[src/rtl/uart_rx_cfg_if.sv]
// ============================================================================
// Module   : uart_rx_cfg_if
// Brief    : Frame delivery bus between uart_rx_cfg and its consumer.
// Revision : 1.0 - initial release
// ============================================================================
`default_nettype none

interface uart_rx_cfg_if #(
  parameter int MAX_DATA_WIDTH = 9
) ();
  logic [MAX_DATA_WIDTH-1:0] P_Data;
  logic                      Data_Valid;
  logic                      Data_Ack;
  logic                      parity_error;
  logic                      framing_error;
  logic                      overrun_error;
  logic                      break_det;

  modport master (
    output P_Data, Data_Valid, parity_error, framing_error, overrun_error, break_det,
    input  Data_Ack
  );

  modport slave (
    input  P_Data, Data_Valid, parity_error, framing_error, overrun_error, break_det,
    output Data_Ack
  );
endinterface

`default_nettype wire

[src/rtl/uart_rx_cfg.sv]
// ============================================================================
// Module   : uart_rx_cfg
// Brief    : Run-time configurable UART receiver, 3-sample majority voting,
//            break detection and a valid/ack holding register.
// Revision : 1.0 - initial release
// ============================================================================
`default_nettype none

module uart_rx_cfg #(
  parameter int MAX_DATA_WIDTH = 9,
  parameter int PRESCALE_MAX   = 32
) (
  input  wire logic                              CLK,
  input  wire logic                              RST,
  input  wire logic                              RX_IN,
  input  wire logic [$clog2(PRESCALE_MAX):0]     Prescale,
  input  wire logic [$clog2(MAX_DATA_WIDTH):0]   Data_Len,
  input  wire logic                              PAR_EN,
  input  wire logic                              PAR_TYP,
  input  wire logic                              STP_2,
  output logic                                   busy,
  uart_rx_cfg_if.master                          rx_bus
);

  localparam int c_pw = $clog2(PRESCALE_MAX) + 1;
  localparam int c_lw = $clog2(MAX_DATA_WIDTH) + 1;

  localparam logic [2:0] c_idle     = 3'd0;
  localparam logic [2:0] c_start    = 3'd1;
  localparam logic [2:0] c_data     = 3'd2;
  localparam logic [2:0] c_parity   = 3'd3;
  localparam logic [2:0] c_stop     = 3'd4;
  localparam logic [2:0] c_brk_wait = 3'd5;

  logic                      r_rx_meta;
  logic                      r_rx_s;
  logic [2:0]                r_state;
  logic [c_pw-1:0]           r_edge_cnt;
  logic [c_lw-1:0]           r_bit_cnt;
  logic [c_pw-1:0]           r_prescale;
  logic [c_lw-1:0]           r_data_len;
  logic                      r_par_en;
  logic                      r_par_typ;
  logic                      r_stp_2;
  logic                      r_s0;
  logic                      r_s1;
  logic                      r_s2;
  logic [MAX_DATA_WIDTH-1:0] r_shadow;
  logic                      r_data_xor;
  logic                      r_data_any;
  logic                      r_par_err;
  logic                      r_par_one;
  logic                      r_frm_err;
  logic                      r_stop0_zero;

  logic [MAX_DATA_WIDTH-1:0] r_p_data;
  logic                      r_valid;
  logic                      r_pe;
  logic                      r_fe;
  logic                      r_ovr;
  logic                      r_brk;

  logic [c_pw-1:0] w_half;
  logic [c_pw-1:0] w_samp_a;
  logic [c_pw-1:0] w_samp_b;
  logic [c_pw-1:0] w_samp_c;
  logic [c_pw-1:0] w_decide_pt;
  logic            w_in_frame;
  logic            w_bit_end;
  logic            w_decide;
  logic            w_bit;
  logic            w_last_data;
  logic            w_last_stop;
  logic            w_commit;
  logic            w_break;
  logic            w_frm_now;

  assign w_half      = {1'b0, r_prescale[c_pw-1:1]};
  assign w_samp_a    = w_half - c_pw'(1);
  assign w_samp_b    = w_half;
  assign w_samp_c    = w_half + c_pw'(1);
  assign w_decide_pt = w_half + c_pw'(2);
  assign w_in_frame  = (r_state == c_start) || (r_state == c_data) ||
                       (r_state == c_parity) || (r_state == c_stop);
  assign w_bit_end   = (r_edge_cnt == r_prescale - c_pw'(1));
  assign w_decide    = w_in_frame && (r_edge_cnt == w_decide_pt);
  assign w_bit       = (r_s0 & r_s1) | (r_s0 & r_s2) | (r_s1 & r_s2);
  assign w_last_data = (r_bit_cnt == r_data_len - c_lw'(1));
  assign w_last_stop = r_stp_2 ? (r_bit_cnt == c_lw'(1)) : 1'b1;
  assign w_commit    = (r_state == c_stop) && w_decide && w_last_stop;
  assign w_frm_now   = r_frm_err | ~w_bit;
  // With one stop bit the current decision is the first stop bit.
  assign w_break     = ~r_data_any & ~(r_par_en & r_par_one) &
                       (r_stp_2 ? r_stop0_zero : ~w_bit);

  assign busy                 = (r_state != c_idle);
  assign rx_bus.P_Data        = r_p_data;
  assign rx_bus.Data_Valid    = r_valid;
  assign rx_bus.parity_error  = r_pe;
  assign rx_bus.framing_error = r_fe;
  assign rx_bus.overrun_error = r_ovr;
  assign rx_bus.break_det     = r_brk;

  always_ff @(posedge CLK) begin
    if (RST) begin
      r_rx_meta    <= 1'b1;
      r_rx_s       <= 1'b1;
      r_state      <= c_idle;
      r_edge_cnt   <= '0;
      r_bit_cnt    <= '0;
      r_prescale   <= '0;
      r_data_len   <= '0;
      r_par_en     <= 1'b0;
      r_par_typ    <= 1'b0;
      r_stp_2      <= 1'b0;
      r_s0         <= 1'b0;
      r_s1         <= 1'b0;
      r_s2         <= 1'b0;
      r_shadow     <= '0;
      r_data_xor   <= 1'b0;
      r_data_any   <= 1'b0;
      r_par_err    <= 1'b0;
      r_par_one    <= 1'b0;
      r_frm_err    <= 1'b0;
      r_stop0_zero <= 1'b0;
    end else begin
      r_rx_meta <= RX_IN;
      r_rx_s    <= r_rx_meta;

      if (r_edge_cnt == w_samp_a) r_s0 <= r_rx_s;
      if (r_edge_cnt == w_samp_b) r_s1 <= r_rx_s;
      if (r_edge_cnt == w_samp_c) r_s2 <= r_rx_s;

      if (w_in_frame) r_edge_cnt <= w_bit_end ? '0 : r_edge_cnt + c_pw'(1);

      case (r_state)
        c_idle: begin
          if (!r_rx_s) begin
            // This cycle is edge 0 of the start bit.
            r_state      <= c_start;
            r_edge_cnt   <= c_pw'(1);
            r_bit_cnt    <= '0;
            r_prescale   <= Prescale;
            r_data_len   <= Data_Len;
            r_par_en     <= PAR_EN;
            r_par_typ    <= PAR_TYP;
            r_stp_2      <= STP_2;
            r_shadow     <= '0;
            r_data_xor   <= 1'b0;
            r_data_any   <= 1'b0;
            r_par_err    <= 1'b0;
            r_par_one    <= 1'b0;
            r_frm_err    <= 1'b0;
            r_stop0_zero <= 1'b0;
          end
        end
        c_start: begin
          if (w_decide && w_bit) begin
            r_state    <= c_idle;
            r_edge_cnt <= '0;
          end else if (w_bit_end) begin
            r_state   <= c_data;
            r_bit_cnt <= '0;
          end
        end
        c_data: begin
          if (w_decide) begin
            for (int i = 0; i < MAX_DATA_WIDTH; i++) begin
              if (r_bit_cnt == c_lw'(i)) r_shadow[i] <= w_bit;
            end
            r_data_xor <= r_data_xor ^ w_bit;
            r_data_any <= r_data_any | w_bit;
          end
          if (w_bit_end) begin
            if (w_last_data) begin
              r_state   <= r_par_en ? c_parity : c_stop;
              r_bit_cnt <= '0;
            end else begin
              r_bit_cnt <= r_bit_cnt + c_lw'(1);
            end
          end
        end
        c_parity: begin
          if (w_decide) begin
            r_par_one <= w_bit;
            r_par_err <= ((r_data_xor ^ w_bit) != r_par_typ);
          end
          if (w_bit_end) begin
            r_state   <= c_stop;
            r_bit_cnt <= '0;
          end
        end
        c_stop: begin
          if (w_decide) begin
            if (!w_bit) r_frm_err <= 1'b1;
            if (r_bit_cnt == '0) r_stop0_zero <= ~w_bit;
            if (w_last_stop) begin
              r_state    <= w_break ? c_brk_wait : c_idle;
              r_edge_cnt <= '0;
            end
          end else if (w_bit_end) begin
            r_bit_cnt <= r_bit_cnt + c_lw'(1);
          end
        end
        c_brk_wait: begin
          if (r_rx_s) r_state <= c_idle;
        end
        default: r_state <= c_idle;
      endcase
    end
  end

  // Holding register: a commit coincident with an ack replaces the held frame.
  always_ff @(posedge CLK) begin
    if (RST) begin
      r_p_data <= '0;
      r_valid  <= 1'b0;
      r_pe     <= 1'b0;
      r_fe     <= 1'b0;
      r_ovr    <= 1'b0;
      r_brk    <= 1'b0;
    end else begin
      r_brk <= w_commit & w_break;
      if (w_commit && !w_break) begin
        if (!r_valid || rx_bus.Data_Ack) begin
          r_p_data <= r_shadow;
          r_pe     <= r_par_en & r_par_err;
          r_fe     <= w_frm_now;
          r_valid  <= 1'b1;
          if (r_valid) r_ovr <= 1'b0;
        end else begin
          r_ovr <= 1'b1;
        end
      end else if (r_valid && rx_bus.Data_Ack) begin
        r_valid <= 1'b0;
        r_pe    <= 1'b0;
        r_fe    <= 1'b0;
        r_ovr   <= 1'b0;
      end
    end
  end

endmodule

`default_nettype wire

[src/flat_wrapper.sv]
// flat-port wrapper written by rule: the top's interface ports become plain ports
module uart_rx_cfg_flat 
#(
  parameter int MAX_DATA_WIDTH = 9,
  parameter int PRESCALE_MAX   = 32
)
  (CLK, RST, RX_IN, Prescale, Data_Len, PAR_EN, PAR_TYP, STP_2, busy, rx_bus_P_Data, rx_bus_Data_Valid, rx_bus_parity_error, rx_bus_framing_error, rx_bus_overrun_error, rx_bus_break_det, rx_bus_Data_Ack);
  uart_rx_cfg_if #(.MAX_DATA_WIDTH(MAX_DATA_WIDTH)) rx_bus_i ();
  input  wire logic CLK;
  input  wire logic RST;
  input  wire logic RX_IN;
  input  wire logic [$clog2(PRESCALE_MAX):0] Prescale;
  input  wire logic [$clog2(MAX_DATA_WIDTH):0] Data_Len;
  input  wire logic PAR_EN;
  input  wire logic PAR_TYP;
  input  wire logic STP_2;
  output logic busy;
  output wire logic [$bits(rx_bus_i.P_Data)-1:0] rx_bus_P_Data;
  output wire logic [$bits(rx_bus_i.Data_Valid)-1:0] rx_bus_Data_Valid;
  output wire logic [$bits(rx_bus_i.parity_error)-1:0] rx_bus_parity_error;
  output wire logic [$bits(rx_bus_i.framing_error)-1:0] rx_bus_framing_error;
  output wire logic [$bits(rx_bus_i.overrun_error)-1:0] rx_bus_overrun_error;
  output wire logic [$bits(rx_bus_i.break_det)-1:0] rx_bus_break_det;
  input wire logic [$bits(rx_bus_i.Data_Ack)-1:0] rx_bus_Data_Ack;
  assign rx_bus_P_Data = rx_bus_i.P_Data;
  assign rx_bus_Data_Valid = rx_bus_i.Data_Valid;
  assign rx_bus_parity_error = rx_bus_i.parity_error;
  assign rx_bus_framing_error = rx_bus_i.framing_error;
  assign rx_bus_overrun_error = rx_bus_i.overrun_error;
  assign rx_bus_break_det = rx_bus_i.break_det;
  assign rx_bus_i.Data_Ack = rx_bus_Data_Ack;
  uart_rx_cfg #(.MAX_DATA_WIDTH(MAX_DATA_WIDTH), .PRESCALE_MAX(PRESCALE_MAX)) u_core (.CLK(CLK), .RST(RST), .RX_IN(RX_IN), .Prescale(Prescale), .Data_Len(Data_Len), .PAR_EN(PAR_EN), .PAR_TYP(PAR_TYP), .STP_2(STP_2), .busy(busy), .rx_bus(rx_bus_i));
endmodule
[config.mk]
export PLATFORM = sky130hd
export DESIGN_NAME = uart_rx_cfg_flat
export DESIGN_NICKNAME = d
export VERILOG_FILES = /design/src/rtl/uart_rx_cfg_if.sv /design/src/rtl/uart_rx_cfg.sv /design/src/flat_wrapper.sv
export SDC_FILE = /design/constraint.sdc
export NUM_CORES = 1
export LEC_CHECK = 0
export CORE_MARGIN = 2
export CORE_UTILIZATION = 58
export DETAILED_ROUTE_END_ITERATION = 16
export PLACE_DENSITY = 0.92
export SKIP_CTS_REPAIR_TIMING = 1
export SYNTH_ARGS = -nofsm -noshare
export SYNTH_HDL_FRONTEND = slang
export SYNTH_SLANG_ARGS = --single-unit
[constraint.sdc]
create_clock -name CLK -period 2.9 [get_ports CLK]
set_input_delay 0.87 -clock CLK [delete_from_list [all_inputs] [get_ports CLK]]
set_output_delay 0.87 -clock CLK [all_outputs]
set_load 0.05 [all_outputs]
# [After elaboration in Yosys (flattened, before gate mapping)]
# Cells that the tools add are included.
[word_totals] register_bits=62 inputBits=18 output_inout_bits=15
[op_classes] n_addsub=7 n_eq_ne=46 n_mux=66 n_bitwise=17 n_reduce_logical=39
[ops] op="AND reduction 4 bit" count=11
[ops] op="two-way mux 6 bit" count=6
[ops] op="two-way mux 5 bit" count=7
[ops] op="two-way mux 3 bit" count=11
[ops] op="two-way mux 1 bit" count=30
[ops] op="inequality test 2 bit (second input constant)" count=15
[ops] op="case mux 5 bit (5 select lines)" count=1
[ops] op="== test 6 bit" count=4
[ops] op="== test 5 x 3 -> 1 bit (second input constant)" count=4
[ops] op="two-way mux 9 bit" count=2
[ops] op="inequality test 2 x 1 -> 1 bit (second input constant)" count=9
[ops] op="case mux 3 bit (6 select lines)" count=1
[ops] op="case mux 6 bit (3 select lines)" count=1
[ops] op="case mux 9 bit (2 select lines)" count=1
[ops] op="case mux 1 bit (2 select lines)" count=6
[ops] op="== test 5 x 2 -> 1 bit (second input constant)" count=2
[ops] op="AND 1 bit" count=8
[ops] op="AND reduction 2 bit" count=4
[ops] op="AND reduction 8 bit" count=1
[ops] op="nonzero test 2 bit" count=4
[ops] op="adder 5 x 1 -> 6 bit (second input constant)" count=1
[ops] op="adder 5 x 2 -> 6 bit (second input constant)" count=1
[ops] op="adder 6 x 1 -> 6 bit (second input constant)" count=1
[ops] op="== test 3 x 2 -> 1 bit (second input constant)" count=2
[ops] op="other kinds (24)" count=42

# [Depth between registers and ports, before layout]
# Gate-level depths: netlist of the first run.
[depth] ltp_word=10 mapped_depth=11

# [Worst setup path after synthesis of the first run]
# OpenSTA, ideal clock, no wires.
[synth_timing] kind="flip-flop to flip-flop" startpoint="register u_core.r_prescale[2]" endpoint="register u_core.r_state[0]" arrival_ns=2.294 required_ns=2.777 path_slack_ns=0.483 stages_incl_launch_ff=8 n_path_buf=0 cell_sequence="dfxtp_1 ha_1 or3b_1 a211o_1 a2111oi_0 o221a_2 o41ai_2 mux2_1"
[synth_between] elab_chain_len=6 word_cells_on_any_way=13
[synth_rtl] element="start: declaration" line_no="uart_rx_cfg.sv:40" rtl="logic [c_pw-1:0] r_prescale;"
[synth_rtl] element="start signal: assignment" line_no="uart_rx_cfg.sv:143" rtl="r_prescale <= Prescale;"
[synth_rtl] element="adder 5 x 2 -> 6 bit" line_no="uart_rx_cfg.sv:82" rtl="assign w_decide_pt = w_half + c_pw'(2);"
[synth_rtl] element="== test 6 bit" line_no="uart_rx_cfg.sv:86" rtl="assign w_decide = w_in_frame && (r_edge_cnt == w_decide_pt);"
[synth_rtl] element="logical AND 1 bit" line_no="uart_rx_cfg.sv:86"
[synth_rtl] element="logical AND 1 bit" line_no="uart_rx_cfg.sv:158" rtl="if (w_decide && w_bit) begin"
[synth_rtl] element="inequality test 3 x 2 -> 1 bit (no line) / two-way mux 3 bit (equally long branches)"
[synth_rtl] element="AND reduction 8 bit (no line) / case mux 3 bit (6 select lines) (equally long branches)"
[synth_rtl] element="end signal: assignment" line_no="uart_rx_cfg.sv:159" rtl="r_state <= c_idle;"
[synth_rtl] element="end signal: assignment" line_no="uart_rx_cfg.sv:162" rtl="r_state <= c_data;"
[synth_rtl] element="end signal: assignment" line_no="uart_rx_cfg.sv:176" rtl="r_state <= r_par_en ? c_parity : c_stop;"
[synth_rtl] element="end: declaration" line_no="uart_rx_cfg.sv:37" rtl="logic [2:0] r_state;"
# Several ways; a longest one is shown, not always the timed one.
# A chain may end at the register's enable or synchronous reset.

# [Final worst setup path of the first run]
[layout_timing] startpoint="register u_core.r_state[2]" endpoint="output busy"
[layout_between] elab_chain_len=1
[layout_rtl] element="start signal: assignment" line_no="uart_rx_cfg.sv:108" rtl="r_state <= c_idle;"
[layout_rtl] element="start signal: assignment" line_no="uart_rx_cfg.sv:140" rtl="r_state <= c_start;"
[layout_rtl] element="start signal: assignment" line_no="uart_rx_cfg.sv:159"
[layout_rtl] element="nonzero test 3 bit" line_no="uart_rx_cfg.sv:96" rtl="assign busy = (r_state != c_idle);"
[layout_rtl] element="end: declaration" line_no="flat_wrapper.sv:17" rtl="output logic busy;"
# Every way passes these cells.

==> results.md, run 1 <==
- Layout net count: approximately 500
- WHS Endpoint: u_core.r_rx_s
- Fillers: 491
- Area contributors post-synth: dfxtp_1 (34%), nand2_1 (5.6%), a21oi_1 (4.6%)
- Flop2flop setup slack: 0.36 ns
- Clock Power Share: 32.4%
- Synthesized area: 0.00368 sq mm
- Area grow syn2layout: 16.1%
- Setup CP Type: reg -> out
- Initial Util: about three fifths
- Hold wc startpoint: u_core.r_rx_meta
- Iter 0 DRT Violations: just under 300
- Crit path time final: between 2 and 3 ns
- CP max FO: 15
- Critical path's largest stage delay: 0.75 ns
- Clock sink count: 62
- Status: finished, final reports clean
- Fin crit share: 88.5%
- Total I/O pin count: 33
- Sw frac: 34.6%
- Initial antenna violation count: 0
- FMAX: just under 0.4 GHz
- Post-DRT Antenna Nets: 0
- Clk pin slew, worst setup/hold paths: 0.07 ns
- Average wire per standard cell: 15.9 microns
- VDD IR max: 395 uV
- DP HPWL: ~6000 microns
- Post-synth top area cell: dfxtp_1
- Sequential cell area: 0.00124 sq mm
- Remaining Overflow, GRT: 0
- Fin. Hold Viols: 0
- Pre-antenna DRT Iters: 5
- Post-synthesis net count: 471
- Leakage: 0.00150 uW
- Fin util: 68.4%
- Core box area: 0.00624 sq mm
- Sequential share of power: 39.4%
- Rel. slew slack: 52.0%
- Largest net degree at the start of global routing: 40
- Final Max Tran Viols: 0
- Clk buf depth: 2
- RR Startpoint: u_core.r_prescale[2]
- Critical Path Start: u_core.r_state[2]
- FP Rows: 29
- Setup Viol. Count Final: 0
- Total number of vias: 3,391
- Worst Max-Slew Pin Slew: roughly 0.71 ns
- Cell family with most CP delay: flip-flops
- Post-route DRC: 0
- TritonCTS clock tree: yes
- Area of the multi-input gates: 0.00224 sq mm
- Number of synthesized flops with an enable pin: 0
- Die span in y: ~84 microns
- Worst Path Required: 2.03 ns
- CP Launch Type: register
- Int Power: 1560 uW
- Placer Congestion: 0.941
- Detailed Route WL: between 8000 and 9000 microns
- Worst setup EP type: primary output
- Sequential-to-total area share from yosys stat: 33.7%
- CTS root buffer: clkbuf_8
- Warnings from Yosys: 0
- WP data arrival: 1.70 ns
- Power Total: 2380 uW
- Async S/R FF share, synth: 0%
- RSZ-0062 raised after global routing: no
- N_diodes: 0
- Total CTS buffers: 9
- Layout cells sized above 1: ~11%
- Die ar.: 0.00700 sq mm
- Buf/Inv on CP: 2
- Reg2reg end: u_core.r_edge_cnt[4]
- Port Buffer Count: 32
- Number of global-route vias before repair: 3,252
- R2R cell count: 8
- Hold path cells: 1
- Top cell type's share of synthesized area: 33.7%
- Ys flop type: dfxtp_1
- First-pass GRT wire length: 14,900 microns
- P_sw: about 820 uW
- Maxcap violations: 0
- Unique masters post-synth: 68
- Mapped Cells: 441
- Mapped Avg Cell Area: 8.34 sq um
- CP cell instances: inv_1 > nand2_1 > buf_4
- H-tree lvl count: 3
- Setup TNS: 0 ns
- Worst-Skew Late Latency: 0.35 ns
- Tot GR Track Use: 26.0%
- Register bit count reported by yosys: 62
- Avg Vias per Cell: 6.18
- Final setup skew: 0.00926 ns
- Hold WC Path Type: reg -> reg
- Critical path's slowest cell: dfxtp_1
- Die Wd: about 84 microns
- Cell Pwr Density: 557 mW/mm^2
- Gate power share: 28.2%
[per-layer routing]
layer	vias to the layer above	part of all wire, %	track usage, %
met5	-	0	0
met4	0	2.3	11.6
li1	1650	-	-
met3	20	6.3	5.24
met1	1579	43	31.8
met2	142	49	44.1
[through the flow]
step,setup slack (ns),area (sq um),hold slack [ns],std cells
after detailed placement,0.348,4070,0.398,533
after CTS,0.325,4270,0.414,549
after global placement,0.443,4070,0.392,533
after floorplan,0.483,3680,0.389,441
after global routing,0.152,4270,0.436,549
final,0.335,4270,0.413,549
[synth_stat cells (all sizes together), types with 2 or more instances]
| library cell | instances |
|---|---|
| a2111oi | 6 |
| a211o | 3 |
| a211oi | 5 |
| a21boi | 2 |
| a21o | 3 |
| a21oi | 34 |
| a22oi | 2 |
| a2bb2oi | 2 |
| a31oi | 7 |
| a41oi | 3 |
| and3 | 5 |
| buf | 6 |
| clkbuf | 26 |
| dfxtp | 62 |
| ha | 12 |
| inv | 13 |
| mux2i | 13 |
| nand2 | 55 |
| nand2b | 8 |
| nand3 | 20 |
| nand4 | 15 |
| nor2 | 18 |
| nor2b | 8 |
| nor3 | 13 |
| nor4 | 6 |
| o211ai | 4 |
| o21a | 5 |
| o21ai | 15 |
| o22ai | 2 |
| o31ai | 4 |
| o41ai | 2 |
| or2 | 2 |
| or3 | 6 |
| or3b | 2 |
| xnor2 | 19 |
| xor2 | 12 |
[kinds of logic after synthesis]
kind of cell / count (synthesis) / share of synthesized area [%]
buffers and inverters: 46 / 5.54
adder cells (fa/ha/maj): 13 / 4.35
flip-flops: 62 / 33.7
XOR/XNOR: 31 / 7.89
AO/OA/AOI/OAI: 108 / 19.8
AND/OR/NAND/NOR: 167 / 24.8
multiplexers: 14 / 3.84
[flip-flops by register name, indices dropped and copies added (netlist names), 3 cells and up]
| signal | cells |
|---|---|
| u_core.r_state | 3 |
| u_core.r_bit_cnt | 5 |
| u_core.r_data_len | 5 |
| u_core.r_shadow | 9 |
| u_core.r_edge_cnt | 6 |
| u_core.rx_bus.P_Data | 9 |
| u_core.r_prescale | 6 |
[layout make-up]
class | count | area share (%)
inverter | 14 | 1.23
clock buffer | 9 | 2.90
tap | 77 | 2.26
multi-input combinational | 333 | 52.5
sequential | 62 | 29.1
clock inverter | 7 | 1.73
timing repair buffer | 47 | 10.4
[worst max path at each step]
stage                                 to  slack [ns]  cells past startpoint
floorplan              u_core.r_state[0]        0.48                      7
CTS                                 busy        0.33                      3
global route        u_core.r_edge_cnt[2]        0.15                      8
finish                              busy        0.33                      3
global placement      u_core.r_shadow[8]        0.44                      4
detailed placement  u_core.r_edge_cnt[5]        0.35                      8
[power groups by stage]
stage | Clock [uW] | Sequential (uW) | Combinational (uW)
global placement | 0 | 951 | 635
global route | 815 | 941 | 738
finish | 772 | 937 | 671
detailed placement | 0 | 954 | 655
floorplan | 0 | 937 | 495
CTS | 776 | 935 | 665
[layout by cell type (no fill, tap or decap), types with 6 or more instances in the layout]
| master | count |
|---|---|
| a21oi_1 | 34 |
| ha_1 | 12 |
| nand3_1 | 20 |
| nor3_1 | 9 |
| buf_4 | 15 |
| or3_1 | 6 |
| o21ai_0 | 14 |
| inv_1 | 13 |
| mux2i_1 | 13 |
| a31oi_1 | 7 |
| nand4_1 | 14 |
| a2111oi_0 | 6 |
| xor2_1 | 12 |
| nor2_1 | 18 |
| nand2b_1 | 8 |
| clkbuf_8 | 9 |
| dfxtp_1 | 62 |
| nand2_1 | 55 |
| clkdlybuf4s50_1 | 31 |
| nor2b_1 | 8 |
| xnor2_1 | 18 |
Note: power is estimated with default switching activity, not from simulation.
==> inputs of run 2 (changes only) <==
--- a/config.mk
+++ b/config.mk
@@ -5,6 +5,7 @@
 export SDC_FILE = /design/constraint.sdc
 export NUM_CORES = 1
 export LEC_CHECK = 0
+export CORE_ASPECT_RATIO = 1.5
 export CORE_MARGIN = 2
 export CORE_UTILIZATION = 58
 export DETAILED_ROUTE_END_ITERATION = 16
==> run 2 against run 1 <==
Combinational power increased by 1%. Total power decreased by 2.6%. Cell area decreased by 1.3%. Register-to-register slack got worse by 0.08 ns. Sequential share of layout area increased by 0.38 points. Sequential power about the same. Clock-buffer cell count unchanged. Non-clock buffer count decreased by 4. First-iteration DRC count decreased by 37%.
==> results.md, run 2 (synthesized netlist as in run 1, its figures left out) <==
- Total I/O pin count: 33 (unchanged)
- Crit path time final: 2.62 ns (was 2.57 ns)
- N_diodes: 0 (unchanged)
- Initial antenna violation count: 0 (unchanged)
- Iter 0 DRT Violations: 187 (was 298)
- Die Wd: 69.0 microns (was 83.7 microns)
- Area of the multi-input gates: 0.00224 sq mm (unchanged)
- Tot GR Track Use: 26.4% (was 26.0%)
- Fillers: 472 (was 491)
- Min setup slack post-route: 0.275 ns (was 0.335 ns)
- Worst-Skew Late Latency: 0.35 ns (about the same)
- Worst Path Required: 3.17 ns (was 2.03 ns)
- Final Max Tran Viols: 0 (unchanged)
- Die ar.: 0.00701 sq mm (was 0.00700 sq mm)
- Status: finished, final reports clean (unchanged)
- Non-filler cells, final: 542 (was 549)
- Initial Util: 60.0% (was 59.0%)
- Clk buf depth: 2 (unchanged)
- Clock sink count: 62 (unchanged)
- Setup CP Type: reg -> reg (was reg -> out)
- Hold WC Path Type: reg -> reg (unchanged)
- Post-DRT Antenna Nets: 0 (unchanged)
- Sequential cell area: 0.00124 sq mm (unchanged)
- Commonest non-fill, non-tap cell in the layout: dfxtp_1 (unchanged)
- Core box area: 0.00613 sq mm (was 0.00624 sq mm)
- FP Rows: 35 (was 29)
- WP data arrival: 2.90 ns (was 1.70 ns)
- CP Launch Type: register (unchanged)
- First-pass GRT wire length: 15,000 microns (was 14,900 microns)
- Hold wc startpoint: u_core.r_rx_meta (unchanged)
- RSZ-0062 raised after global routing: no (unchanged)
- CTS root buffer: clkbuf_8 (unchanged)
- Avg Vias per Cell: 6.34 (was 6.18)
- Port Buffer Count: 32 (unchanged)
- Worst setup EP type: register (was primary output)
- Area grow syn2layout: 14.6% (was 16.1%)
- Die span in y: 102 microns (was 83.7 microns)
- Most frequent cells in the layout: dfxtp_1 (62), nand2_1 (55), a21oi_1 (34), clkdlybuf4s50_1 (31), nand3_1 (20) (unchanged)
- DP HPWL: 6390 microns (was 6160 microns)
- Placed Area: 0.00404 sq mm (was 0.00407 sq mm)
- CP max FO: 13 (was 15)
- Remaining Overflow, GRT: 0 (unchanged)
- Post-layout instance area: 0.00422 sq mm (was 0.00427 sq mm)
- Largest net degree at the start of global routing: 52 (was 40)
- Cell Pwr Density: 549 mW/mm^2 (was 557 mW/mm^2)
- Setup TNS: 0 ns (unchanged)
- Final setup skew: 0.0116 ns (was 0.00926 ns)
- Power Total: 2320 uW (was 2380 uW)
- Total number of vias: 3,436 (was 3,391)
- Worst slack, placed: 0.331 ns (was 0.348 ns)
- H-tree lvl count: 3 (unchanged)
- Detailed Route WL: 9070 microns (was 8750 microns)
- Average wire per standard cell: 16.7 microns (was 15.9 microns)
- Fin crit share: 90.5% (was 88.5%)
- Rel. slew slack: 49.4% (was 52.0%)
- Maxcap violations: 0 (unchanged)
- VDD IR max: 365 uV (was 395 uV)
- Placer Congestion: 0.846 (was 0.941)
- Number of global-route vias before repair: 3,312 (was 3,252)
- Leakage: 0.00148 uW (was 0.00150 uW)
- FMAX: 0.381 GHz (was 0.390 GHz)
- Pre-antenna DRT Iters: 7 (was 5)
- Worst Max-Slew Pin Slew: 0.758 ns (was 0.715 ns)
- Clk pin slew, worst setup/hold paths: 0.08 ns (was 0.07 ns)
- Total CTS buffers: 9 (unchanged)
- RR Startpoint: u_core.r_prescale[2] (unchanged)
- Inst Count DP: 526 (was 533)
- Setup Viol. Count Final: 0 (unchanged)
- Fin. Hold Viols: 0 (unchanged)
- Layout net count: 493 (was 497)
- Post-route DRC: 0 (unchanged)
- Critical Path Start: u_core.r_prescale[2] (was u_core.r_state[2])
- Layout cells sized above 1: 10.0% (was 10.8%)
- TritonCTS clock tree: yes (unchanged)
run 2: cell count changes in the layout (fill, tap and decap cells not counted):
cell,delta
bufinv_16,-1
inv_6,+3
buf_4,-4
clkinv_4,-2
run 2: worst paths after layout:
kind                              to  slack, ns  cells past startpoint
hold reg to reg        u_core.r_rx_s       0.42                      1
setup / recovery  u_core.r_shadow[8]       0.28                      8
setup reg to reg  u_core.r_shadow[8]       0.28                      8
hold / removal         u_core.r_rx_s       0.42                      1
run 2: where the power goes:
part	switching [uW]	total, uW	internal (uW)
Clock	383	701	318
Combinational	415	679	264
Sequential	46.4	936	890
run 2: final cells by class:
cell class | instances | area share, %
Clock buffer | 9 | 2.94
Clock inverter | 7 | 1.25
Multi-Input combinational cell | 333 | 53.1
Tap cell | 74 | 2.20
Inverter | 14 | 1.25
Sequential cell | 62 | 29.4
Timing Repair Buffer | 43 | 9.79
run 2: stage by stage:
step,util [%],hold slack (ns)
6_report,68.8,0.424
5_1_grt,68.8,0.436
4_1_cts,68.8,0.428
3_5_place_dp,65.9,0.408
3_3_place_gp,65.9,0.397
2_1_floorplan,-,0.389
run 2: critical path: stages, from the launching register on:
cell	delay (ns)
dfxtp_1	0.34
ha_1	0.22
or3b_1	0.35
a211o_1	0.30
a211oi_2	0.18
buf_4	0.22
nand4_4	0.26
nor4b_2	0.40
mux2i_1	0.26
run 2: metal layers:
| metal | wire length, microns | track usage, % |
|---|---|---|
| met4 | 441 | 17.3 |
| met5 | 0 | 0 |
| met1 | 3490 | 27.7 |
| met2 | 4680 | 48.0 |
| met3 | 460 | 5.17 |
==> inputs of run 3 (changes only) <==
--- a/config.mk
+++ b/config.mk
@@ -8,6 +8,7 @@
 export CORE_ASPECT_RATIO = 1.5
 export CORE_MARGIN = 2
 export CORE_UTILIZATION = 58
+export CTS_CLUSTER_DIAMETER = 80
 export DETAILED_ROUTE_END_ITERATION = 16
 export PLACE_DENSITY = 0.92
 export SKIP_CTS_REPAIR_TIMING = 1
==> results of run 3 <==
The final DEF is identical to that of run 2; final timing and power are the same.
==> edit (flow settings as in run 2) <==
`PRESCALE_MAX` is set to 32 in 2 places; all go to 128.
--- a/src/rtl/uart_rx_cfg.sv
+++ b/src/rtl/uart_rx_cfg.sv
@@ -10,3 +10,3 @@
   parameter int MAX_DATA_WIDTH = 9,
-  parameter int PRESCALE_MAX   = 32
+  parameter int PRESCALE_MAX   = 128
 ) (
--- a/src/flat_wrapper.sv
+++ b/src/flat_wrapper.sv
@@ -4,3 +4,3 @@
   parameter int MAX_DATA_WIDTH = 9,
-  parameter int PRESCALE_MAX   = 32
+  parameter int PRESCALE_MAX   = 128
 )
Ports: changed (resized Prescale); port bits go from 33 to 35. No check against the original RTL was run, so the function may have changed too.
==> edit against run 2 <==
  * Design area rose by 12%
  * Routed wire length up 17%
  * Critical path type unchanged
  * Area after synthesis is 8.9% higher
  * Sequential cell count rose by 4
  * Count of clock-buffer cells in the layout up 1
  * Setup slack worse by 210 ps
  * Synthesized cell count increased by 11%
  * Worst hold slack worse by 14 ps
  * Fmax fell by 7.3%
Power is not compared: it rests on default switching activity, and its combinational part moved more than twofold at a synthesized area within 25%.
==> edit: results (changes against run 2) <==
global_route:
  grt_pass1_wl_um: 16860  # +12%
  grt_pass1_vias: 3807  # +15%
  use_met2_pct: 50.99  # +3.0 points
  grt.total_usage_pct: 27.89  # +1.5 points
  grt_util_met3_pct: 4.971  # -0.20 points
  met1_usage_pct: 27.11  # -0.56 points
  grt_start_max_net_pins: 27  # -48%
routing:
  drt-pass1-iter-count: 5  # -2
  wl_met3_um: 557  # +21%
  dr_wl_met2_um: 5662  # +21%
  drt_iter0_drc: 275  # +47%
  wl_met1_um: 3820  # +9.5%
  wire_per_inst_um: 17.46  # +4.3%
  vias_per_cell: 6.275  # -1.0%
layout:
  drive_gt1_share_pct: 10.96  # +0.92 points
  fill_cells: 499  # +5.7%
  fin_nets: 555  # +13%
logic_synthesis:
  ys_seq_area_share_pct: 32.98  # -0.75 points
  synthArstFlopShare_pct: 0  # unchanged
  syn-num-nets: 521  # +11%
  yosys_warnings: 0  # unchanged
  synthTopCellsByCount: "66 x dfxtp_1, 50 x nand2_1, 46 x nor2_1"
  yosysUniqueCellTypes: 61  # -10%
  synth_area_leaders: "dfxtp_1 33%, mux2i_1 6.0%, nand2_1 4.7%"
power:
  p_comb_share_pct: 10.4
  p_sw_share_pct: 25.21
  clock_power_share_pct: 43.5
critical_path:
  cp.arrival_ps: 3080  # +180 ps
  reg2reg_from: "u_core.r_prescale[2]$_SDFFE_PP0P_"
  crit_fanout: 9  # -4
  cpPeakStageDelay_ps: 630  # +230 ps
  ff2ff_setup_slack_ps: 70  # -210 ps
  r2r_end: "u_core.r_s2$_SDFFE_PP0N_"
  slowest_stage: "a2111oi_0"
  r2r_cells: 9  # +1
  crit_family: "compound AO/OA/AOI/OAI gates"
sta:
  whs_ps: 409.9  # -13.59 ps
  worstMarginPinSlew_ps: 734.8  # -23.08 ps
  clock.fmax_mhz: 353.0  # -7.3%
  skew_ps: 10.09  # -1.548 ps
placed_design:
  place_ws_ps: 126.7  # -204.7 ps
  gp_congestion: 0.9758  # +15%
  dpl.hpwl_um: 7454  # +17%
  io_buffer_count: 34  # +6.3%
  placed_area_mm2: 0.004428  # +9.6%
clocking:
  path_clk_slew_ps: 70
  htreeDepth: 3  # unchanged
worst_hold_path:
  hold_class: "flip-flop to flip-flop"
run_status:
  status: "finished clean"
==> edit: changes by cell type in the layout (fill, tap and decap cells not counted), moves of 5 or more <==
cell / change
mux2i_1: +11
buf_4: +13
o21ai_1: +9
nand2b_1: +6
nand4_1: -6
nand2_1: -5
inv_1: +5
nor2_1: +28
o21ai_0: -6
xor2_1: +9
nor2b_1: -6
==> edit: worst min path at each step <==
stage                                to
6_report       u_core.r_rx_s$_SDFF_PP1_
5_1_grt        u_core.r_rx_s$_SDFF_PP1_
4_1_cts        u_core.r_rx_s$_SDFF_PP1_
3_5_place_dp   u_core.r_rx_s$_SDFF_PP1_
3_3_place_gp   u_core.r_rx_s$_SDFF_PP1_
2_1_floorplan  u_core.r_rx_s$_SDFF_PP1_
==> edit: logic make-up (layout without fill, tap and decap cells) <==
| group | after synthesis | after routing | synth area share (%) |
|---|---|---|---|
| and+or+nand+nor | 190 | 190 | 25.17 |
| xor gates and xnor gates | 44 | 44 | 10.18 |
| muxes | 25 | 25 | 6.277 |
| adders and majority gates | 11 | 11 | 3.435 |
| buffers and inverters | 52 | 91 | 5.278 |
| AOI/OAI and AO/OA | 102 | 102 | 16.68 |
| DFF | 66 | 66 | 32.98 |
==> edit: per-stage QoR <==
stage / utilization [%] / instances / setup TNS (ps)
after global routing: 70.12 / 607 / -120.6
after global placement: 65.51 / 586 / 0
after detailed placement: 65.51 / 586 / 0
final: 70.12 / 607 / 0
after floorplan: - / 490 / 0
after CTS: 68.86 / 602 / 0
==> edit: cell type report <==
| cell class | count | area share, % |
|---|---|---|
| Multi-Input combinational cell | 372 | 53.19 |
| Sequential cell | 66 | 27.88 |
| Timing Repair Buffer | 57 | 10.67 |
| Clock buffer | 10 | 2.904 |
| Tap cell | 78 | 2.059 |
| Clock inverter | 6 | 1.874 |
| Inverter | 18 | 1.426 |
